$ cat src/rtl/display_7seg_pkg.sv
// Shared constants for the 7-segment capture path: active-low {g..a} glyphs,
// field widths and the capture FSM state encoding.
package display_7seg_pkg;

    localparam int DIGIT_W = 8;
    localparam int CODE_W  = 4;

    localparam logic [6:0] SEG_0    = 7'h40;
    localparam logic [6:0] SEG_1    = 7'h79;
    localparam logic [6:0] SEG_2    = 7'h24;
    localparam logic [6:0] SEG_3    = 7'h30;
    localparam logic [6:0] SEG_4    = 7'h19;
    localparam logic [6:0] SEG_5    = 7'h12;
    localparam logic [6:0] SEG_6    = 7'h02;
    localparam logic [6:0] SEG_7    = 7'h78;
    localparam logic [6:0] SEG_8    = 7'h00;
    localparam logic [6:0] SEG_9    = 7'h10;
    localparam logic [6:0] SEG_A    = 7'h08;
    localparam logic [6:0] SEG_B    = 7'h03;
    localparam logic [6:0] SEG_C    = 7'h46;
    localparam logic [6:0] SEG_D    = 7'h21;
    localparam logic [6:0] SEG_E    = 7'h06;
    localparam logic [6:0] SEG_F    = 7'h0E;
    localparam logic [6:0] SEG_DASH = 7'h3F;

    typedef enum logic [2:0] {
        ST_IDLE    = 3'd0,
        ST_SETTLE  = 3'd1,
        ST_DECODE  = 3'd2,
        ST_CONVERT = 3'd3,
        ST_DONE    = 3'd4
    } state_t;

endpackage

$ cat src/rtl/seg2num_capture_seg2hex.sv
// Combinational glyph decoder: one active-low 7-segment pattern to its hex code,
// flagging the dash glyph and any unrecognised pattern (blank included).
module seg2hex
    import display_7seg_pkg::*;
(
    input  logic [6:0]        i_seg,
    output logic [CODE_W-1:0] o_code,
    output logic              o_dash,
    output logic              o_invalid
);

    // Pattern lookup; dash and unknown patterns decode to code 0.
    always_comb begin
        o_code    = 4'h0;
        o_dash    = 1'b0;
        o_invalid = 1'b0;
        case (i_seg)
            SEG_0:    o_code = 4'h0;
            SEG_1:    o_code = 4'h1;
            SEG_2:    o_code = 4'h2;
            SEG_3:    o_code = 4'h3;
            SEG_4:    o_code = 4'h4;
            SEG_5:    o_code = 4'h5;
            SEG_6:    o_code = 4'h6;
            SEG_7:    o_code = 4'h7;
            SEG_8:    o_code = 4'h8;
            SEG_9:    o_code = 4'h9;
            SEG_A:    o_code = 4'hA;
            SEG_B:    o_code = 4'hB;
            SEG_C:    o_code = 4'hC;
            SEG_D:    o_code = 4'hD;
            SEG_E:    o_code = 4'hE;
            SEG_F:    o_code = 4'hF;
            SEG_DASH: o_dash = 1'b1;
            default:  o_invalid = 1'b1;
        endcase
    end

endmodule

$ cat src/rtl/seg2num_capture.sv
// Captures an active-low segment bus, waits for it to settle, decodes each digit and
// folds the digits MSD-first into a binary value. SEG2NUM_SIGN_EN adds o_neg (MSD dash = minus).
module seg2num_capture
    import display_7seg_pkg::*;
#(
    parameter int N_DIGITS      = 2,
    parameter int STABLE_CYCLES = 1000,
    parameter int CNT_W         = 10,
    parameter int BIN_W         = 7
) (
    input  logic                         i_clock,
    input  logic                         i_reset_n,
    input  logic [DIGIT_W*N_DIGITS-1:0]  i_SEG,
    output logic [CODE_W*N_DIGITS-1:0]   o_hex,
    output logic [N_DIGITS-1:0]          o_dp,
    output logic [BIN_W-1:0]             o_num,
    output logic                         o_err,
    output logic                         o_valid,
`ifdef SEG2NUM_SIGN_EN
    output logic                         o_busy,
    output logic                         o_neg
`else
    output logic                         o_busy
`endif
);

    localparam int IDX_W = (N_DIGITS > 1) ? $clog2(N_DIGITS) : 1;
    localparam int SEG_W = DIGIT_W * N_DIGITS;

    logic [SEG_W-1:0]                seg_q, prev_q;
    logic                            pending_q, pending_d;
    state_t                          state_q, state_d;
    logic [CNT_W-1:0]                cnt_q, cnt_d;
    logic [BIN_W-1:0]                acc_q, acc_d;
    logic [IDX_W-1:0]                idx_q, idx_d;
    logic [N_DIGITS-1:0][CODE_W-1:0] code_q, dec_code_s;
    logic [N_DIGITS-1:0]             dp_q, dec_dp_s, dec_dash_s, dec_inv_s;
    logic                            frame_err_q, frame_err_s;
    logic                            changed_s, latch_s, emit_s;
    logic [CODE_W*N_DIGITS-1:0]      hex_q;
    logic [N_DIGITS-1:0]             dp_out_q;
    logic [BIN_W-1:0]                num_q;
    logic                            err_q, valid_q, busy_q;
`ifdef SEG2NUM_SIGN_EN
    logic                            neg_s, neg_q, neg_out_q;
`endif

    assign changed_s = (seg_q != prev_q);

    for (genvar k = 0; k < N_DIGITS; k++) begin : g_digit
        seg2hex u_seg2hex (
            .i_seg     (seg_q[DIGIT_W*k +: 7]),
            .o_code    (dec_code_s[k]),
            .o_dash    (dec_dash_s[k]),
            .o_invalid (dec_inv_s[k])
        );
        assign dec_dp_s[k] = ~seg_q[DIGIT_W*k + 7];
    end

    // Frame-level error (and sign) from the per-digit decodes.
    always_comb begin
        frame_err_s = 1'b0;
`ifdef SEG2NUM_SIGN_EN
        neg_s = 1'b0;
`endif
        for (int k = 0; k < N_DIGITS; k++) begin
            frame_err_s = frame_err_s | dec_inv_s[k] | (dec_code_s[k] > 4'd9);
`ifdef SEG2NUM_SIGN_EN
            if (k == N_DIGITS - 1) begin
                neg_s = dec_dash_s[k];
            end else begin
                frame_err_s = frame_err_s | dec_dash_s[k];
            end
`else
            frame_err_s = frame_err_s | dec_dash_s[k];
`endif
        end
    end

    // Next-state logic; any bus change before the result is emitted restarts settling.
    always_comb begin
        state_d   = state_q;
        cnt_d     = cnt_q;
        acc_d     = acc_q;
        idx_d     = idx_q;
        pending_d = pending_q;
        latch_s   = 1'b0;
        emit_s    = 1'b0;
        case (state_q)
            ST_IDLE: begin
                if (changed_s || pending_q) begin
                    state_d   = ST_SETTLE;
                    cnt_d     = '0;
                    pending_d = 1'b0;
                end else begin
                    state_d = ST_IDLE;
                end
            end
            ST_SETTLE: begin
                if (changed_s) begin
                    cnt_d = '0;
                end else if (cnt_q == CNT_W'(STABLE_CYCLES - 1)) begin
                    state_d = ST_DECODE;
                end else begin
                    cnt_d = cnt_q + CNT_W'(1);
                end
            end
            ST_DECODE: begin
                if (changed_s) begin
                    state_d = ST_SETTLE;
                    cnt_d   = '0;
                end else begin
                    latch_s = 1'b1;
                    acc_d   = '0;
                    idx_d   = IDX_W'(N_DIGITS - 1);
                    state_d = ST_CONVERT;
                end
            end
            ST_CONVERT: begin
                if (changed_s) begin
                    state_d = ST_SETTLE;
                    cnt_d   = '0;
                end else begin
                    // acc*10 + digit, MSD first
                    acc_d = {acc_q[BIN_W-4:0], 3'b000} + {acc_q[BIN_W-2:0], 1'b0}
                          + {{(BIN_W-CODE_W){1'b0}}, code_q[idx_q]};
                    if (idx_q == IDX_W'(0)) begin
                        emit_s  = 1'b1;
                        state_d = ST_DONE;
                    end else begin
                        idx_d = idx_q - IDX_W'(1);
                    end
                end
            end
            ST_DONE: begin
                if (changed_s) begin
                    state_d = ST_SETTLE;
                    cnt_d   = '0;
                end else begin
                    state_d = ST_IDLE;
                end
            end
            default: begin
                state_d = ST_IDLE;
            end
        endcase
    end

    // Input sampling, FSM state, settle counter, accumulator and decoded-frame latch.
    always_ff @(posedge i_clock) begin
        if (!i_reset_n) begin
            seg_q       <= '0;
            prev_q      <= '0;
            pending_q   <= 1'b1;
            state_q     <= ST_IDLE;
            cnt_q       <= '0;
            acc_q       <= '0;
            idx_q       <= '0;
            code_q      <= '0;
            dp_q        <= '0;
            frame_err_q <= 1'b0;
`ifdef SEG2NUM_SIGN_EN
            neg_q       <= 1'b0;
`endif
        end else begin
            seg_q     <= i_SEG;
            prev_q    <= seg_q;
            pending_q <= pending_d;
            state_q   <= state_d;
            cnt_q     <= cnt_d;
            acc_q     <= acc_d;
            idx_q     <= idx_d;
            if (latch_s) begin
                code_q      <= dec_code_s;
                dp_q        <= dec_dp_s;
                frame_err_q <= frame_err_s;
`ifdef SEG2NUM_SIGN_EN
                neg_q       <= neg_s;
`endif
            end
        end
    end

    // Result registers: loaded together with the o_valid strobe, held otherwise.
    always_ff @(posedge i_clock) begin
        if (!i_reset_n) begin
            hex_q    <= '0;
            dp_out_q <= '0;
            num_q    <= '0;
            err_q    <= 1'b0;
            valid_q  <= 1'b0;
            busy_q   <= 1'b0;
`ifdef SEG2NUM_SIGN_EN
            neg_out_q <= 1'b0;
`endif
        end else begin
            valid_q <= emit_s;
            busy_q  <= (state_d != ST_IDLE);
            if (emit_s) begin
                hex_q    <= code_q;
                dp_out_q <= dp_q;
                err_q    <= frame_err_q;
                num_q    <= frame_err_q ? '0 : acc_d;
`ifdef SEG2NUM_SIGN_EN
                neg_out_q <= neg_q & ~frame_err_q;
`endif
            end
        end
    end

    assign o_hex   = hex_q;
    assign o_dp    = dp_out_q;
    assign o_num   = num_q;
    assign o_err   = err_q;
    assign o_valid = valid_q;
    assign o_busy  = busy_q;
`ifdef SEG2NUM_SIGN_EN
    assign o_neg   = neg_out_q;
`endif

endmodule
$ cat config.mk
export PLATFORM = sky130hd
export DESIGN_NAME = seg2num_capture
export DESIGN_NICKNAME = d
export VERILOG_FILES = /design/src/rtl/display_7seg_pkg.sv /design/src/rtl/seg2num_capture_seg2hex.sv /design/src/rtl/seg2num_capture.sv
export SDC_FILE = /design/constraint.sdc
export NUM_CORES = 1
export LEC_CHECK = 0
export ABC_AREA = 1
export CORE_MARGIN = 2
export CORE_UTILIZATION = 57
export CTS_CLUSTER_SIZE = 40
export DETAILED_ROUTE_END_ITERATION = 16
export DONT_BUFFER_PORTS = 1
export PLACE_DENSITY = 0.79
export RECOVER_POWER = 25
export SYNTH_ARGS = -nofsm -noshare
export SYNTH_HDL_FRONTEND = slang
export SYNTH_SLANG_ARGS = --single-unit
$ cat constraint.sdc
create_clock -name i_clock -period 2.7 [get_ports i_clock]
set_clock_uncertainty 0.15 [all_clocks]
set_input_delay 0.27 -clock i_clock [delete_from_list [all_inputs] [get_ports i_clock]]
set_output_delay 0.27 -clock i_clock [all_outputs]
set_load 0.005 [all_outputs]
==> results by group, run 1 <==
Synth
  – Post-synth top area share: 0.383
  – Post-synth ARST share: 0
  – Top FF cell, synth: dfxtp_1
  – Mapped Nets: between 700 and 800
  – Yosys cell types: 38
  – Synth Area per Inst: roughly 6.6 um^2
  – Sequential fraction of the synthesis area: 0.383
  – Gate count after technology mapping: 677
  – Synth area leaders: dfxtp_1 38%, nand2_1 16%, inv_1 9.8%
  – Cell area after synthesis: 4450 um^2
  – Post-synth EDFFs: 0
  – YS warnings: 0
  – Cell taking the most area after synthesis: dfxtp_1
  – FF+latch count, synth: 85

Timing
  – Minimum clock period: ~2.6 ns
  – Slew HR: 0.753
  – Upper clock frequency limit: about 390 MHz
  – Final Hold Vio Count: 0
  – RSZ-0062 raised after global routing: false
  – Slew Viols, Final: 0
  – Total negative slack: 0 ns
  – Number of setup violations in the final report: 0
  – Hold slack: between 0.07 and 0.08 ns
  – Slew of the pin with the lowest slew margin: around 0.37 ns
  – Period utilization: 0.952

CTS
  – Root Buffer: clkbuf_8
  – Clk sinks: 85
  – CTS tree: built
  – Num CTS Buffers: 9
  – Clock Latency Late Sink: about 0.37 ns
  – Longest Clk Path Bufs: 2
  – Reg clk slew, reported paths: approximately 0.090 ns
  – CTS H-tree depth: 3

GRT
  – Global-route wire length before repair: 16400 um
  – Total GRT Usage: 0.233
  – Initial antenna violation count: 0
  – Largest net degree at the start of global routing: 60
  – GRT Residual Overflow: 0
  – Vias in the first global route: about 3800

Critical path
  – Most frequent CP cell: nand2_1
  – Critical Path Start Type: flop
  – WS Path Type: flop to flop
  – Cell Chain, Critical Path: nand2_1, o21ai_0, fa_1, inv_1, fa_2, a21oi_1, nor2_1, nor2_1, nand3b_1, nand2_1, nand2_1, o21ai_2, nand2_1, a21oi_1
  – Slowest-stage cell, CP: fa_1
  – CP max stage delay: around 0.50 ns
  – Req. time, crit path: between 2 and 3 ns
  – CP arrival: approximately 2.7 ns
  – Worst setup EP type: flop
  – Max FO, Critical Path: 9

Run status
  – Status: completed

Finish
  – Layout cells sized above 1: 0.0757
  – Ant. Diodes: 0
  – Nets: ~720
  – Fin area: around 5000 um^2
  – Fill count: approximately 660
  – Syn-to-layout area delta: 10.7%
  – Fin cells: between 800 and 900
  – Final core occ: 0.643

Detailed routing
  – Routed wire per std cell: roughly 12 um
  – Drt pass-1 iters: 5
  – Routed Antenna Nets: 0
  – DRC viols: 0
  – Drt total wl: about 9300 um
  – Via/cell ratio: 5.05
  – DR iter-0 viols: about 230
  – Via Count: approximately 4100

Floorplanning
  – Chip Height: 92.3 um
  – Core area: 7650 um^2
  – Row count: 32
  – Initial core utilization: 0.581
  – I/O pin total: 38
  – Die ar.: between 8000 and 9000 um^2
  – Die span in x: slightly above 90 um

Power and ir drop
  – Leak: about 2.5 nW
  – Pwr dens: a little under 500 nW/um^2
  – Peak supply drop: about 310 uV

Placed design
  – RD Place Congestion: about 1.0
  – Placed instance area: between 4000 and 5000 um^2
  – Placed wire-length estimate: approximately 6500 um
  – Placed insts: 766
  – PortBufs: 0

Flow run
  – Max Cap Viol: 0

Min path
  – Hold Path Class: input pin to flop
worst max-delay path, delay by kind of cell, from the launching register on:
| family | cells | cell delay, ns |
|---|---|---|
| fa+ha+maj | 2 | 0.90 |
| simple gates | 7 | 0.57 |
| flops | 1 | 0.38 |
| compound gates | 4 | 0.36 |
| buf+inv | 1 | 0.07 |
cells by family (layout without fill, tap and decap cells):
family / after synthesis / count (layout) / synth area share
xor gates and xnor gates: 8 / 8 / 0.0158
buffers and inverters: 141 / 164 / 0.129
and+or+nand+nor: 362 / 362 / 0.352
DFF: 85 / 85 / 0.383
AOI/OAI and AO/OA: 70 / 70 / 0.0861
adders and majority gates: 11 / 11 / 0.0343
through the flow:
stage | total power, W | setup slack [ns]
floorplan | 0.00147 | 0.131
global placement | 0.00149 | 0.132
detailed placement | 0.00150 | 0.00133
CTS | 0.00245 | 0.0472
global route | 0.00254 | 0.0234
finish | 0.00243 | 0.131
flip-flops by register name (all words and copies together), names as in the netlist:
signal and count:
acc_q 7, seg_q 16, o_err 1, prev_q 16, state_q 3, o_dp 2, dp_q 2, o_valid 1
frame_err_q 1, o_num 7, code_q 8, cnt_q 10, o_hex 8, o_busy 1, pending_q 1, idx_q 1
cell type report:
type | count | area, um^2 | area share
multi-input cells | 451 | 2180 | 0.443
inverters | 126 | 479 | 0.0974
well taps | 102 | 128 | 0.0259
flip-flops and latches | 85 | 1710 | 0.347
clock buffers | 9 | 124 | 0.0252
clock inverters | 7 | 81.3 | 0.0165
repair buffers | 22 | 225 | 0.0458
report_power, final:
group          switching (W)  total, W  internal, W
sequential         0.0000260   0.00130      0.00128
clock               0.000484  0.000922     0.000438
combinational       0.000127  0.000202    0.0000747
cell usage after synthesis (2+ instances only):
| library cell | count |
|---|---|
| clkbuf_1 | 9 |
| buf_6 | 5 |
| inv_1 | 116 |
| nor2_2 | 2 |
| dfxtp_1 | 85 |
| xor2_1 | 7 |
| nand2_2 | 5 |
| a211oi_1 | 4 |
| a21oi_2 | 2 |
| nor2_1 | 87 |
| nor2_4 | 4 |
| nand2_4 | 3 |
| nand3b_1 | 2 |
| o21ai_0 | 25 |
| nor3_1 | 13 |
| inv_2 | 7 |
| ha_1 | 9 |
| o21ai_1 | 7 |
| nand4_2 | 2 |
| a21oi_1 | 27 |
| fa_1 | 2 |
| o2111ai_1 | 2 |
| nand2_1 | 194 |
| nand4_1 | 8 |
| nand3_1 | 37 |
repair_timing:
item                                   in CTS  in global routing
buffers inserted                            0                  0
endpoints found under the hold margin      58                  0
pin swaps                                   0                  1
resized for setup                           1                  5
hold buffers                               20                  0
setup endpoints to repair                   2                  2
layout by cell type (no fill, tap or decap), types with 8 or more instances in the layout:
| master | synthesis | routed |
|---|---|---|
| dlygate4sd3_1 | 0 | 19 |
| o21ai_0 | 25 | 23 |
| nand2_1 | 194 | 194 |
| clkbuf_8 | 0 | 9 |
| nor3_1 | 13 | 13 |
| inv_1 | 116 | 116 |
| a21oi_1 | 27 | 27 |
| nand4_1 | 8 | 8 |
| nor2_1 | 87 | 87 |
| dfxtp_1 | 85 | 84 |
| ha_1 | 9 | 9 |
| nand3_1 | 37 | 37 |
| o21ai_1 | 7 | 8 |
per-layer routing:
metal / routed length, um / track usage
met1: 4200 / 0.287
met5: 0 / 0
met4: 238 / 0.101
met3: 385 / 0.0358
met2: 4430 / 0.403
final timing paths:
kind                        start                     end  slack, ns  cells past startpoint
min reg2reg  seg_q[14]$_SDFF_PN0_   prev_q[14]$_SDFF_PN0_       0.31                      2
min                     i_reset_n  pending_q$_SDFFE_PN1P_       0.08                      2
max reg2reg    idx_q$_SDFFE_PN0P_   o_num[6]$_SDFFE_PN0P_       0.13                     14
max            idx_q$_SDFFE_PN0P_   o_num[6]$_SDFFE_PN0P_       0.13                     14
No activity file was read; power rests on OpenSTA's default activity.
==> run 2: changes to the inputs <==
- ABC_AREA: 1 -> unset
==> run 2 against run 1 <==
  * First-iteration DRC count increased by 10%
  * Global-route usage up 0.73 points
  * Area after synthesis decreased by 7.8%
  * Clock-buffer cell count rose by 2
  * Worst setup slack worse by 0.0073 ns
  * Critical path depth fell by 4
  * Register-to-register slack barely moved
  * Die area shrank 7.4%
  * Synthesized cell count down 29%
  * Via count decreased by 16%
  * Fmax decreased by 0.28%
  * Routed wire length fell by 4.5%
==> results by group, run 2 <==
CTS
  – CTS tree: built (unchanged)
  – Clock Latency Late Sink: 0.35 ns (was 0.37 ns)
  – CTS H-tree depth: 3 (unchanged)
  – Num CTS Buffers: 9 (unchanged)
  – Longest Clk Path Bufs: 2 (unchanged)
  – Setup Buffers After CTS: 0 (unchanged)
  – Clk sinks: 84 (was 85)
  – Reg clk slew, reported paths: 0.08 ns (was 0.09 ns)
  – Root Buffer: clkbuf_8 (unchanged)

Floorplanning
  – Core area: 6870 um^2 (was 7650 um^2)
  – Chip Height: 88.8 um (was 92.3 um)
  – Initial core utilization: 0.597 (was 0.581)
  – Die ar.: 7890 um^2 (was 8520 um^2)
  – Row count: 30 (was 32)
  – Die span in x: 88.8 um (was 92.3 um)
  – I/O pin total: 38 (unchanged)

Placed design
  – PortBufs: 0 (unchanged)
  – Placed wire-length estimate: 5910 um (was 6450 um)
  – Place WS: 0.0119 ns (was 0.00133 ns)
  – RD Place Congestion: 0.866 (was 1.01)

Detailed routing
  – Via Count: 3393 (was 4053)
  – Routed Antenna Nets: 0 (unchanged)
  – DR iter-0 viols: 249 (was 226)
  – Via/cell ratio: 5.73 (was 5.05)
  – Routed wire per std cell: 14.9 um (was 11.5 um)
  – Drt pass-1 iters: 5 (unchanged)
  – DRC viols: 0 (unchanged)
  – Drt total wl: 8840 um (was 9260 um)

Synth
  – Post-synth ARST share: 0 (unchanged)
  – Cell taking the most area after synthesis: dfxtp_1 (unchanged)
  – Post-synth top area share: 0.410 (was 0.383)
  – Post-synthesis compound-gate area fraction: 0.153 (was 0.0861)
  – Synth Area per Inst: 8.56 um^2 (was 6.57 um^2)
  – Most frequent cell after synthesis: dfxtp_1 (was nand2_1)
  – Sequential fraction of the synthesis area: 0.410 (was 0.383)
  – Adder-cell area share of the yosys netlist: 0.0372 (was 0.0343)
  – Largest family of logic cells by synthesized area: simple AND/OR/NAND/NOR gates (unchanged)
  – Cell area after synthesis: 4100 um^2 (was 4450 um^2)
  – Mapped Nets: 508 (was 706)
  – Yosys cell types: 57 (was 38)
  – Post-Synth XOR/XNOR Area: 0.0577 (was 0.0158)
  – Synth area leaders: dfxtp_1 41%, and2_1 5.3%, nand2_1 4.1% (was dfxtp_1 38%, nand2_1 16%, inv_1 9.8%)
  – Simple-gate share of the synthesized area: 0.276 (was 0.352)
  – Gate count after technology mapping: 479 (was 677)
  – Top FF cell, synth: dfxtp_1 (unchanged)
  – Synth cell count leaders: 84 x dfxtp_1, 45 x nand2_1, 37 x nor2_1 (was 194 x nand2_1, 116 x inv_1, 87 x nor2_1)
  – Mux contribution to synthesized area: 0.0156 (was 0)
  – Post-synth EDFFs: 0 (unchanged)
  – FF+latch count, synth: 84 (was 85)
  – YS warnings: 0 (unchanged)

Power and ir drop
  – Reg power frac: 0.525 (was 0.537)
  – Combinational Power Share: 0.078 (was 0.083)
  – Tot Pwr: 0.00245 W (was 0.00243 W)
  – Power Internal: 0.00189 W (was 0.00179 W)
  – Leak: 1.75 nW (was 2.51 nW)
  – Clock share of power: 0.397 (was 0.380)
  – Psw: 0.000561 W (was 0.000637 W)
  – Peak supply drop: 251 uV (was 311 uV)
  – Sw Share: 0.229 (was 0.262)
  – Pwr dens: 534 nW/um^2 (was 493 nW/um^2)

GRT
  – Vias in the first global route: 3219 (was 3842)
  – Initial antenna violation count: 0 (unchanged)
  – Total GRT Usage: 0.240 (was 0.233)
  – GRT Residual Overflow: 0 (unchanged)
  – Largest net degree at the start of global routing: 70 (was 60)
  – Global-route wire length before repair: 14700 um (was 16400 um)

Finish
  – Commonest non-fill, non-tap cells in the layout: 83 x dfxtp_1, 45 x nand2_1, 37 x nor2_1 (was 194 x nand2_1, 116 x inv_1, 87 x nor2_1)
  – Final core occ: 0.667 (was 0.643)
  – Commonest non-fill, non-tap cell in the layout: dfxtp_1 (was nand2_1)
  – Layout cells sized above 1: 0.101 (was 0.0757)
  – Fill count: 569 (was 663)
  – Syn-to-layout area delta: 11.8% (was 10.7%)
  – Nets: 521 (was 724)
  – Ant. Diodes: 0 (unchanged)
  – Top flop regs: prev_q (16), seg_q (16), cnt_q (10) (unchanged)

Critical path
  – Launch point of the worst path: idx_q$_SDFFE_PN0P_ (unchanged)
  – WS Path Type: flop to flop (unchanged)
  – R2R cell count: 10 (was 14)
  – Critical Path Sink: o_num[6]$_SDFFE_PN0P_ (unchanged)
  – Max FO, Critical Path: 4 (was 9)
  – Reg2reg end: o_num[6]$_SDFFE_PN0P_ (unchanged)
  – CP arrival: 2.67 ns (was 2.66 ns)
  – Worst setup EP type: flop (unchanged)
  – Req. time, crit path: 2.79 ns (about the same)
  – Worst R2R Setup Slack: 0.12 ns (was 0.13 ns)
  – Critical R2R Launch: idx_q$_SDFFE_PN0P_ (unchanged)
  – Critical Path Start Type: flop (unchanged)

Flow run
  – Max Cap Viol: 0 (unchanged)

Timing
  – Final WS setup: 0.124 ns (was 0.131 ns)
  – Slew Viols, Final: 0 (unchanged)
  – Slew HR: 0.522 (was 0.753)
  – Upper clock frequency limit: 388 MHz (was 389 MHz)
  – Period utilization: 0.954 (was 0.952)
  – Final Hold Vio Count: 0 (unchanged)
  – RSZ-0062 raised after global routing: false (unchanged)
  – Hold slack: 0.00794 ns (was 0.0763 ns)
  – Total negative slack: 0 ns (unchanged)
  – Number of setup violations in the final report: 0 (unchanged)
  – Slew of the pin with the lowest slew margin: 0.712 ns (was 0.367 ns)
  – Minimum clock period: 2.58 ns (was 2.57 ns)

Run status
  – Status: completed (unchanged)

Min path
  – Hold Path Class: input pin to flop (unchanged)
[run 2: cell types whose count changed in the layout (fill, tap and decap cells not counted), moves of 8 or more]
cell	before	now
and2_0	1	9
and2_1	0	26
buf_4	2	11
clkbuf_1	0	9
inv_1	116	10
nand2_1	194	45
nand3_1	37	24
nor2_1	87	37
o21ai_0	23	14
o21ai_1	8	16
xor2_1	7	19
[run 2: per-stage QoR]
| step | area [um^2] | std cells |
|---|---|---|
| 2_1_floorplan | 4100 | 479 |
| 3_3_place_gp | 4220 | 560 |
| 3_5_place_dp | 4220 | 560 |
| 4_1_cts | 4610 | 592 |
| 5_1_grt | 4580 | 592 |
| 6_report | 4580 | 592 |
[run 2: area by class of cell]
cell class / count / area [um^2] / share of cell area
well taps: 96 / 120 / 0.0262
inverters: 10 / 37.5 / 0.00819
clock inverters: 4 / 73.8 / 0.0161
multi-input cells: 350 / 2220 / 0.483
flip-flops and latches: 84 / 1680 / 0.367
clock buffers: 11 / 141 / 0.0308
repair buffers: 37 / 313 / 0.0682
[run 2: repair_timing]
action / in CTS / in global routing
hold endpoints to repair: 55 / 0
hold buffers: 17 / 0
setup endpoints to repair: 0 / 1
gates resized for setup: 0 / 2
[run 2: worst max-delay path, cell delays in order (launching register included)]
cell and delay (ns):
dfxtp_2 0.37, mux2_2 0.34, ha_1 0.28, ha_1 0.23
fa_2 0.37, a21o_1 0.19, a21oi_1 0.16, xnor2_1 0.13
nor2_1 0.05, mux2i_1 0.14, nor2_1 0.05
[run 2: power groups by stage]
| stage | registers, W | logic [W] | clock network, W |
|---|---|---|---|
| floorplan | 0.00131 | 0.000139 | 0 |
| global placement | 0.00131 | 0.000155 | 0 |
| detailed placement | 0.00131 | 0.000160 | 0 |
| CTS | 0.00129 | 0.000194 | 0.000990 |
| global route | 0.00129 | 0.000211 | 0.00105 |
| finish | 0.00129 | 0.000191 | 0.000971 |
[run 2: worst min path at each step]
stage                   start  slack, ns  depth (start not counted)                      to
global placement    i_reset_n       0.20                          1  pending_q$_SDFFE_PN1P_
floorplan            i_SEG[0]       0.25                          1     seg_q[0]$_SDFF_PN0_
finish              i_reset_n      0.008                          2   o_num[6]$_SDFFE_PN0P_
CTS                 i_reset_n      0.001                          2   o_num[6]$_SDFFE_PN0P_
global route        i_reset_n       0.01                          2   o_num[6]$_SDFFE_PN0P_
detailed placement  i_reset_n       0.21                          1  pending_q$_SDFFE_PN1P_
[run 2: kinds of logic (layout without fill, tap and decap cells)]
group,count (synthesis),count (layout)
simple gates,209,209
compound gates,97,97
flops,84,84
buf+inv,45,62
xor+xnor,27,27
fa+ha+maj,11,11
mux,6,6
[run 2: per-layer routing]
layer | vias to the layer above | track usage | share of wire
li1 | 1698 | - | -
met1 | 1588 | 0.302 | 0.43
met2 | 95 | 0.417 | 0.50
met3 | 12 | 0.0588 | 0.050
met4 | 0 | 0.0537 | 0.014
met5 | - | 0 | 0
==> run 3: changes to the inputs <==
- SYNTH_HIERARCHICAL: unset -> 1
==> run 3 against run 2 <==
  * Sequential share of layout area shrank 0.42 points
  * Cell count fell by 1.2%
  * Highest routed layer unchanged
  * Final area is 1.1% higher
==> results by group, run 3 <==
Timing
  – Slew of the pin with the lowest slew margin: 0.580 ns (was 0.712 ns)
  – Minimum clock period: 2.50 ns (was 2.58 ns)
  – Final Hold Vio Count: 0 (unchanged)
  – Final WS setup: 0.203 ns (was 0.124 ns)
  – Slew Viols, Final: 0 (unchanged)
  – Number of setup violations in the final report: 0 (unchanged)
  – Period utilization: 0.925 (was 0.954)
  – Slew HR: 0.611 (was 0.522)
  – Hold slack: 0.0197 ns (was 0.00794 ns)
  – Total negative slack: 0 ns (unchanged)
  – Upper clock frequency limit: 401 MHz (was 388 MHz)
  – RSZ-0062 raised after global routing: false (unchanged)

Floorplanning
  – Row count: 31 (was 30)
  – Die ar.: 8030 um^2 (was 7890 um^2)
  – Chip Height: 89.6 um (was 88.8 um)
  – I/O pin total: 38 (unchanged)
  – Core area: 7180 um^2 (was 6870 um^2)
  – Die span in x: 89.6 um (was 88.8 um)
  – Initial core utilization: 0.582 (was 0.597)

Synth
  – Cell taking the most area after synthesis: dfxtp_1 (unchanged)
  – Post-synth ARST share: 0 (unchanged)
  – Synth Area per Inst: 8.91 um^2 (was 8.56 um^2)
  – Post-synthesis compound-gate area fraction: 0.132 (was 0.153)
  – Most frequent cell after synthesis: dfxtp_1 (unchanged)
  – Cell area after synthesis: 4180 um^2 (was 4100 um^2)
  – Largest family of logic cells by synthesized area: simple AND/OR/NAND/NOR gates (unchanged)
  – Top FF cell, synth: dfxtp_1 (unchanged)
  – Gate count after technology mapping: 469 (was 479)
  – Mapped Nets: 498 (was 508)
  – Adder-cell area share of the yosys netlist: 0.0365 (was 0.0372)
  – Post-Synth XOR/XNOR Area: 0.0608 (was 0.0577)
  – YS warnings: 6 (was 0)
  – Post-synth top area share: 0.402 (was 0.410)
  – Simple-gate share of the synthesized area: 0.287 (was 0.276)
  – Post-synth EDFFs: 0 (unchanged)
  – Mux contribution to synthesized area: 0.0320 (was 0.0156)
  – FF+latch count, synth: 84 (unchanged)
  – Yosys cell types: 60 (was 57)
  – Synth cell count leaders: 84 x dfxtp_1, 43 x nor2_1, 42 x nand2_1 (was 84 x dfxtp_1, 45 x nand2_1, 37 x nor2_1)
  – Synth area leaders: dfxtp_1 40%, xor2_1 5.4%, and2_1 5.4% (was dfxtp_1 41%, and2_1 5.3%, nand2_1 4.1%)
  – Sequential fraction of the synthesis area: 0.402 (was 0.410)

Placed design
  – Placed wire-length estimate: 5780 um (was 5910 um)
  – PortBufs: 0 (unchanged)
  – Placed insts: 552 (was 560)
  – Place WS: 0.104 ns (was 0.0119 ns)
  – RD Place Congestion: 0.781 (was 0.866)

CTS
  – CTS tree: built (unchanged)
  – Clock Latency Late Sink: 0.34 ns (was 0.35 ns)
  – Setup Buffers After CTS: 0 (unchanged)
  – CTS H-tree depth: 3 (unchanged)
  – Reg clk slew, reported paths: 0.08 ns (about the same)
  – Num CTS Buffers: 9 (unchanged)
  – Longest Clk Path Bufs: 2 (unchanged)
  – Root Buffer: clkbuf_8 (unchanged)
  – Clk sinks: 84 (unchanged)

Power and ir drop
  – Leak: 1.78 nW (was 1.75 nW)
  – Psw: 0.000562 W (was 0.000561 W)
  – Pwr dens: 511 nW/um^2 (was 534 nW/um^2)
  – Peak supply drop: 360 uV (was 251 uV)
  – Power Internal: 0.00181 W (was 0.00189 W)
  – Clock share of power: 0.373 (was 0.397)
  – Sw Share: 0.237 (was 0.229)
  – Reg power frac: 0.547 (was 0.525)
  – Combinational Power Share: 0.080 (was 0.078)
  – Tot Pwr: 0.00237 W (was 0.00245 W)

Finish
  – Fin cells: 585 (was 592)
  – Ant. Diodes: 0 (unchanged)
  – Area occupied by multi-input gates: 2300 um^2 (was 2220 um^2)
  – Commonest non-fill, non-tap cells in the layout: 83 x dfxtp_1, 43 x nor2_1, 42 x nand2_1 (was 83 x dfxtp_1, 45 x nand2_1, 37 x nor2_1)
  – Top flop regs: prev_q (16), seg_q (16), cnt_q (10) (unchanged)
  – Fill count: 598 (was 569)
  – Commonest non-fill, non-tap cell in the layout: dfxtp_1 (unchanged)
  – Syn-to-layout area delta: 11.0% (was 11.8%)
  – Nets: 510 (was 521)
  – FF+latch area: 1680 um^2 (unchanged)
  – Layout cells sized above 1: 0.105 (was 0.101)

Critical path
  – Critical Path Start Type: flop (unchanged)
  – Max FO, Critical Path: 4 (unchanged)
  – CP arrival: 2.61 ns (was 2.67 ns)
  – Worst setup EP type: flop (unchanged)
  – Worst R2R Setup Slack: 0.20 ns (was 0.12 ns)
  – Req. time, crit path: 2.81 ns (was 2.79 ns)
  – WS Path Type: flop to flop (unchanged)

Detailed routing
  – Routed Antenna Nets: 0 (unchanged)
  – DRT met1 WL: 3920 um (was 3830 um)
  – Drt total wl: 8600 um (was 8840 um)
  – DR iter-0 viols: 179 (was 249)
  – Uppermost layer routed: met4 (unchanged)
  – DRC viols: 0 (unchanged)
  – Routed wire per std cell: 14.7 um (was 14.9 um)
  – DR WL met3: 484 um (was 446 um)
  – Via/cell ratio: 5.61 (was 5.73)
  – Via Count: 3284 (was 3393)
  – Met2 WL: 4070 um (was 4430 um)
  – Drt pass-1 iters: 4 (was 5)

GRT
  – Initial antenna violation count: 0 (unchanged)
  – Global-route wire length before repair: 14500 um (was 14700 um)
  – Vias in the first global route: 3093 (was 3219)
  – GRT Residual Overflow: 0 (unchanged)
  – Largest net degree at the start of global routing: 38 (was 70)
  – Total GRT Usage: 0.233 (was 0.240)

Flow run
  – Max Cap Viol: 0 (unchanged)

Run status
  – Status: completed (unchanged)

Min path
  – Hold Path Class: input pin to flop (unchanged)
run 3: cell types whose count changed after synthesis, sizes merged, moves of 7 or more:
| cell | delta |
|---|---|
| xor2 | +7 |
| o21ai | -15 |
| nand3 | -9 |
| mux2i | +7 |
run 3: what timing repair did:
item	in CTS	in global routing
setup endpoints to repair	0	2
resized for setup	0	4
endpoints found under the hold margin	37	0
hold buffers	17	0
run 3: power groups by stage:
stage               Combinational [W]  Sequential (W)  Clock, W
floorplan                    0.000145         0.00131         0
global placement             0.000159         0.00132         0
global route                 0.000209         0.00130  0.000956
finish                       0.000190         0.00130  0.000883
CTS                          0.000190         0.00130  0.000895
detailed placement           0.000162         0.00132         0
run 3: layout make-up:
type	instances	share of cell area
Multi-Input combinational cell	341	0.497
Sequential cell	84	0.363
Timing Repair Buffer	33	0.0615
Clock buffer	13	0.0321
Tap cell	99	0.0267
Clock inverter	3	0.00998
Inverter	12	0.00971
run 3: cells by family (layout without fill, tap and decap cells):
kind of cell | count (synthesis) | after routing
and+or+nand+nor | 203 | 203
AOI/OAI and AO/OA | 85 | 85
DFF | 84 | 84
buffers and inverters | 44 | 61
xor gates and xnor gates | 29 | 29
muxes | 13 | 13
adders and majority gates | 11 | 11
run 3: worst max-delay path, cell delays in order, from the launching register on:
cell,delay (ns)
dfxtp_2,0.36
buf_4,0.14
mux2_2,0.33
ha_1,0.18
ha_1,0.20
inv_1,0.08
fa_2,0.21
nor2b_1,0.05
o21ai_0,0.21
a21oi_1,0.12
nor3b_2,0.16
nand2_1,0.06
o31ai_1,0.18
run 3: layer usage:
metal,vias to the layer above,global-route usage
li1,1659,-
met1,1534,0.303
met2,79,0.380
met3,12,0.0530
met4,0,0.0841
met5,-,0
run 3: worst paths after layout:
kind | depth (start not counted) | startpoint | to
max | 12 | idx_q$_SDFFE_PN0P_ | o_num[6]$_SDFFE_PN0P_
min | 2 | i_reset_n | pending_q$_SDFFE_PN1P_
max reg2reg | 12 | idx_q$_SDFFE_PN0P_ | o_num[6]$_SDFFE_PN0P_
min reg2reg | 2 | dp_q[0]$_SDFFE_PN0P_ | o_dp[0]$_SDFFE_PN0P_
run 3: through the flow:
stage               utilization  area, um^2
detailed placement        0.594        4260
global route              0.646        4640
finish                    0.646        4640
global placement          0.594        4260
floorplan                     -        4180
CTS                       0.646        4640
